--- src/rtl/apb_regfile_slave.sv ---
// APB completer with a bank of byte-writable registers.
// Fixed wait states, PSLVERR on bad alignment, range or privilege.
module apb_regfile_slave #(
   parameter int ADDR_SIZE = 32,
   parameter int DATA_SIZE = 32,
   parameter int PROT_SIZE = 3,
   parameter int STRB_SIZE = DATA_SIZE / 8,
   parameter int NUM_REGS = 16,
   parameter logic [ADDR_SIZE-1:0] BASE_ADDR = '0,
   parameter int WAIT_CYCLES = 2
) (
   input  logic                 PCLK,
   input  logic                 PRESETn,
   input  logic                 PSELX,
   input  logic                 PENABLE,
   input  logic                 PWRITE,
   input  logic [ADDR_SIZE-1:0] PADDR,
   input  logic [DATA_SIZE-1:0] PWDATA,
   input  logic [PROT_SIZE-1:0] PPROT,
   input  logic [STRB_SIZE-1:0] PSTRB,
   output logic                 PREADY,
   output logic                 PSLVERR,
   output logic [DATA_SIZE-1:0] PRDATA
);

   localparam int IDX_W = $clog2(NUM_REGS);
   localparam int SB_W = $clog2(STRB_SIZE);
   localparam logic [ADDR_SIZE-1:0] SPAN =
      ADDR_SIZE'(NUM_REGS * STRB_SIZE);

   typedef enum logic {
      IDLE,
      ACCESS
   } state_t;

   state_t               state;
   state_t               state_n;
   logic [3:0]           cnt;
   logic [3:0]           cnt_n;
   logic                 load;
   logic                 commit;
   logic                 wr_q;
   logic                 priv_q;
   logic [ADDR_SIZE-1:0] addr_q;
   logic [DATA_SIZE-1:0] wdata_q;
   logic [STRB_SIZE-1:0] strb_q;
   logic [DATA_SIZE-1:0] regs [NUM_REGS];
   logic [ADDR_SIZE-1:0] offset;
   logic [IDX_W-1:0]     idx;
   logic                 err;
   logic                 done;
   logic                 unused_prot;

   assign unused_prot = &{1'b0, PPROT[PROT_SIZE-1:1]};

   // Modular subtract: addresses below the base wrap to huge offsets.
   assign offset = addr_q - BASE_ADDR;
   assign idx    = offset[SB_W +: IDX_W];
   assign err    = (offset[1:0] != 2'b00)
                 | (offset >= SPAN)
                 | (idx[IDX_W-1] & ~priv_q);
   assign done   = (state == ACCESS) && (cnt == 4'd0);

   assign PREADY  = done;
   assign PSLVERR = done & err;
   assign PRDATA  = (done && !wr_q && !err) ? regs[idx] : '0;

   // Next-state: sample setup, count wait states, complete or abort.
   always_comb begin
      state_n = state;
      cnt_n   = cnt;
      load    = 1'b0;
      commit  = 1'b0;
      case (state)
         IDLE: begin
            if (PSELX && !PENABLE) begin
               state_n = ACCESS;
               cnt_n   = 4'(WAIT_CYCLES);
               load    = 1'b1;
            end
         end
         ACCESS: begin
            if (!PSELX) begin
               state_n = IDLE;
               cnt_n   = 4'd0;
            end else if (cnt != 4'd0) begin
               cnt_n = cnt - 4'd1;
            end else begin
               state_n = IDLE;
               commit  = wr_q & ~err;
            end
         end
      endcase
   end

   // State, wait counter and the request latched at setup.
   always_ff @(posedge PCLK or negedge PRESETn) begin
      if (!PRESETn) begin
         state   <= IDLE;
         cnt     <= 4'd0;
         wr_q    <= 1'b0;
         priv_q  <= 1'b0;
         addr_q  <= '0;
         wdata_q <= '0;
         strb_q  <= '0;
      end else begin
         state <= state_n;
         cnt   <= cnt_n;
         if (load) begin
            wr_q    <= PWRITE;
            priv_q  <= PPROT[0];
            addr_q  <= PADDR;
            wdata_q <= PWDATA;
            strb_q  <= PSTRB;
         end
      end
   end

   // Register bank: byte-strobed write at the completing edge.
   always_ff @(posedge PCLK or negedge PRESETn) begin
      if (!PRESETn) begin
         for (int r = 0; r < NUM_REGS; r++) regs[r] <= '0;
      end else if (commit) begin
         for (int b = 0; b < STRB_SIZE; b++) begin
            if (strb_q[b]) regs[idx][8*b +: 8] <= wdata_q[8*b +: 8];
         end
      end
   end

endmodule

--- config.mk ---
export PLATFORM = sky130hd
export DESIGN_NAME = apb_regfile_slave
export DESIGN_NICKNAME = d
export VERILOG_FILES = /design/src/rtl/apb_regfile_slave.sv
export SDC_FILE = /design/constraint.sdc
export NUM_CORES = 1
export LEC_CHECK = 0
export CORE_MARGIN = 3
export CORE_UTILIZATION = 55
export CTS_CLUSTER_SIZE = 24
export DETAILED_ROUTE_END_ITERATION = 10
export GPL_TIMING_DRIVEN = 0
export PLACE_DENSITY = 0.73
export SETUP_SLACK_MARGIN = 0.05
export SLEW_MARGIN = 10
export SYNTH_ARGS = -nofsm -noshare
export SYNTH_HDL_FRONTEND = slang
export SYNTH_SLANG_ARGS = --single-unit
--- constraint.sdc ---
create_clock -name PCLK -period 6.45 [get_ports PCLK]
set_input_delay 1.29 -clock PCLK [delete_from_list [all_inputs] [get_ports PCLK]]
set_output_delay 1.29 -clock PCLK [all_outputs]
set_load 0.005 [all_outputs]
==> results by group <==
Run status
  – Status: complete, no violations

Critical path
  – Crit path kind: reg2out
  – Worst path arrival time: 4.00 ns
  – Worst path cell trace: inv_1 -> ha_1 -> nor3b_4 -> nand2_1 -> buf_6 -> or4_1 -> clkbuf_1 -> buf_2 -> a21oi_1 -> clkdlybuf4s50_1
  – Critical path endpoint category: primary output
  – Worst-path fanout max: 10
  – Crit path largest cell delay: 0.57 ns
  – Slowest cell on crit path: clkdlybuf4s50_1
  – CP Data Required Time: approximately 5.2 ns
  – CP startpoint kind: flip-flop

Synth
  – Cells after Synth: roughly 1.7k
  – Post-synth top cells: dfrtp_1 (587), mux2_2 (578), mux4_2 (128)
  – Top-area cell type share of the netlist area: 54.0%
  – Synthesis Warnings: 0
  – Ys async rst share: 100%
  – Synth area leaders: dfrtp_1 (54%), mux2_2 (24%), mux4_2 (11%)
  – Cell taking the most area after synthesis: dfrtp_1
  – Register area share after synthesis: 54.0%
  – Syn Area/Cell: 15.8 sq um
  – Yosys cell types: 43
  – Mapped cell area: 27200 sq um
  – Syn Nets: 1804
  – Dominant synthesized flop cell: dfrtp_1
  – Flop and latch count out of synthesis: between 500 and 600
  – Most frequent cell after synthesis: dfrtp_1
  – Post-synth EDFFs: 0

GRT
  – All-Layer GR Usage: 25.9%
  – Initial antenna violation count: 1
  – Number of global-route vias before repair: around 17k
  – Pin count of the biggest net entering global routing: between 100 and 150
  – Total grt overflow: 0
  – First-pass GRT wire length: 103 mm

Die
  – Die Y: 228 microns
  – Chip Width: 228 microns
  – Initial cell density of the core: ~56%
  – Core area: roughly 48000 sq um
  – Die footprint: ~52000 sq um
  – # rows: 80
  – I/O pins: 110

Worst hold path
  – Hold crit path type: reg2reg

Flow run
  – Max_cap viols: 0

Detailed routing
  – Vias: 16.2k
  – Wl on met1: approximately 28 mm
  – DRC Markers: 0
  – Metal2 WL: 32.8 mm
  – Final ANT Viol Nets: 0
  – Drt first pass iters: 5
  – Total Wirelength: 66.7 mm
  – WL met3: 3.52 mm
  – Top sig layer: met4
  – Vias/cell: 6.20
  – 1st-iter DRT viols: 1185
  – WL per Instance: 25.6 microns

Clock tree
  – Clk slew on worst S/H paths: 0.06 ns
  – CTS Hold Bufs: 0
  – Post-CTS sizing: 0
  – CTS Sinks: ~590
  – CTS tree: yes
  – Cts bufs inserted: 59
  – Post-CTS Setup Bufs: 0
  – Clock buffer depth: 3
  – H-tree depth: 2
  – Root Buffer: clkbuf_16
  – Worst skew pair latency: ~0.61 ns

Layout
  – Multi-input logic area: 11800 sq um
  – Nets@finish: between 1.5k and 2k
  – Final core utilization: 64.9%
  – Synth-to-layout area growth: 15.1%
  – Layout filler cell count: 3503
  – Seq. cell area: between 10000 and 15000 sq um
  – Layout cells sized above 1: approximately 48%

Power
  – Worst VDD drop: 0.219 mV
  – Pwr Density: 291 nW/um^2
  – Pwr Total: just over 9 mW
  – Static leakage: between 10 and 15 nW

Placed design
  – Detail Placement HPWL: 44.1 mm
  – PortBufs: 107
  – Routability congestion estimate from global placement: 0.905

STA
  – Final hold violation count: 0
  – Setup TNS: 0 ns
  – Part of the cycle the worst path needs: 82.0%
  – Final setup viols: 0
  – Skew final: roughly 0.019 ns
  – Max Slew Vio Count: 0
  – RSZ-0062 raised after global routing: false
  – Max frequency: 189 MHz
  – Worst-Margin Slew: 1.10 ns
  – Relative slew slack: 26.1%
  – Post-layout minimum cycle time: 5.29 ns
==> worst max-delay path, delay by kind of cell (launching register included) <==
family / cells / cell delay [ns]
AO/OA/AOI/OAI: 1 / 0.28
adder cells (fa/ha/maj): 1 / 0.20
buffers and inverters: 5 / 1.50
flip-flops: 1 / 0.40
AND/OR/NAND/NOR: 3 / 1.01
==> power breakdown <==
part | switching (mW) | internal, mW
sequential | 0.194 | 3.82
combinational | 0.958 | 0.523
clock | 1.42 | 2.21
total | 2.57 | 6.55
==> state kept, by name, summed over array words and instances (netlist names) <==
name / count
addr_q: 32
strb_q: 4
wr_q: 1
wdata_q: 32
priv_q: 1
cnt: 4
regs: 512
state: 1
==> per-stage QoR <==
stage | setup slack (ns) | hold slack [ns] | std cells | area [sq um]
after global routing | 1.03 | 0.510 | 2604 | 31300
after CTS | 1.14 | 0.497 | 2603 | 31300
after floorplan | 3.06 | 0.459 | 1726 | 27200
after global placement | -20.95 | 0.471 | 2489 | 29100
final | 1.16 | 0.495 | 2604 | 31300
after detailed placement | 1.84 | 0.478 | 2494 | 29200
==> logic make-up (layout without fill, tap and decap cells) <==
group	Yosys count	after routing	synth area share, %
AND/OR/NAND/NOR	174	174	5.80
flip-flops	587	587	54.0
AO/OA/AOI/OAI	108	108	2.61
multiplexers	709	709	34.7
buffers and inverters	145	366	2.79
XOR/XNOR	1	1	0.0322
adder cells (fa/ha/maj)	2	2	0.0920
other	0	1	0
==> cells in the final DEF (no fill, tap or decap), types with 14 or more instances in the layout <==
master and n:
nand3_1 56, mux2_2 578, clkdlybuf4s50_1 106, dfrtp_1 587, a21oi_1 35, or3_1 14
clkbuf_16 61, buf_2 51, buf_1 28, nor3_4 39, clkbuf_1 49, a22oi_1 64
mux4_2 128, clkbuf_8 16
==> area by class of cell <==
class                           count  area share, %
Antenna cell                        1        0.00799
Buffer                            139           2.35
Clock buffer                       90           5.67
Clock inverter                     19          0.963
Inverter                            6         0.0719
Multi-Input combinational cell    994           37.5
Sequential cell                   587           46.9
Tap cell                          656           2.62
Timing Repair Buffer              112           3.88
==> layer usage <==
layer	global-route usage, %	vias up
met4	9.08	0
li1	-	6887
met2	42.8	415
met5	0	-
met1	34.9	8718
met3	4.47	131
==> path summary, 6_finish.rpt <==
path | from | to | slack, ns | cells after the start
min in group asynchronous | PRESETn | wdata_q[27] | 0.67 | 1
max | cnt[0] | PRDATA[30] | 1.16 | 10
max in group asynchronous | PRESETn | regs[71] | 3.85 | 4
min reg2reg | regs[473] | regs[473] | 0.49 | 1
min | regs[473] | regs[473] | 0.49 | 1
max reg2reg | cnt[0] | regs[455] | 3.31 | 10
(Power assumes the default switching activity.)
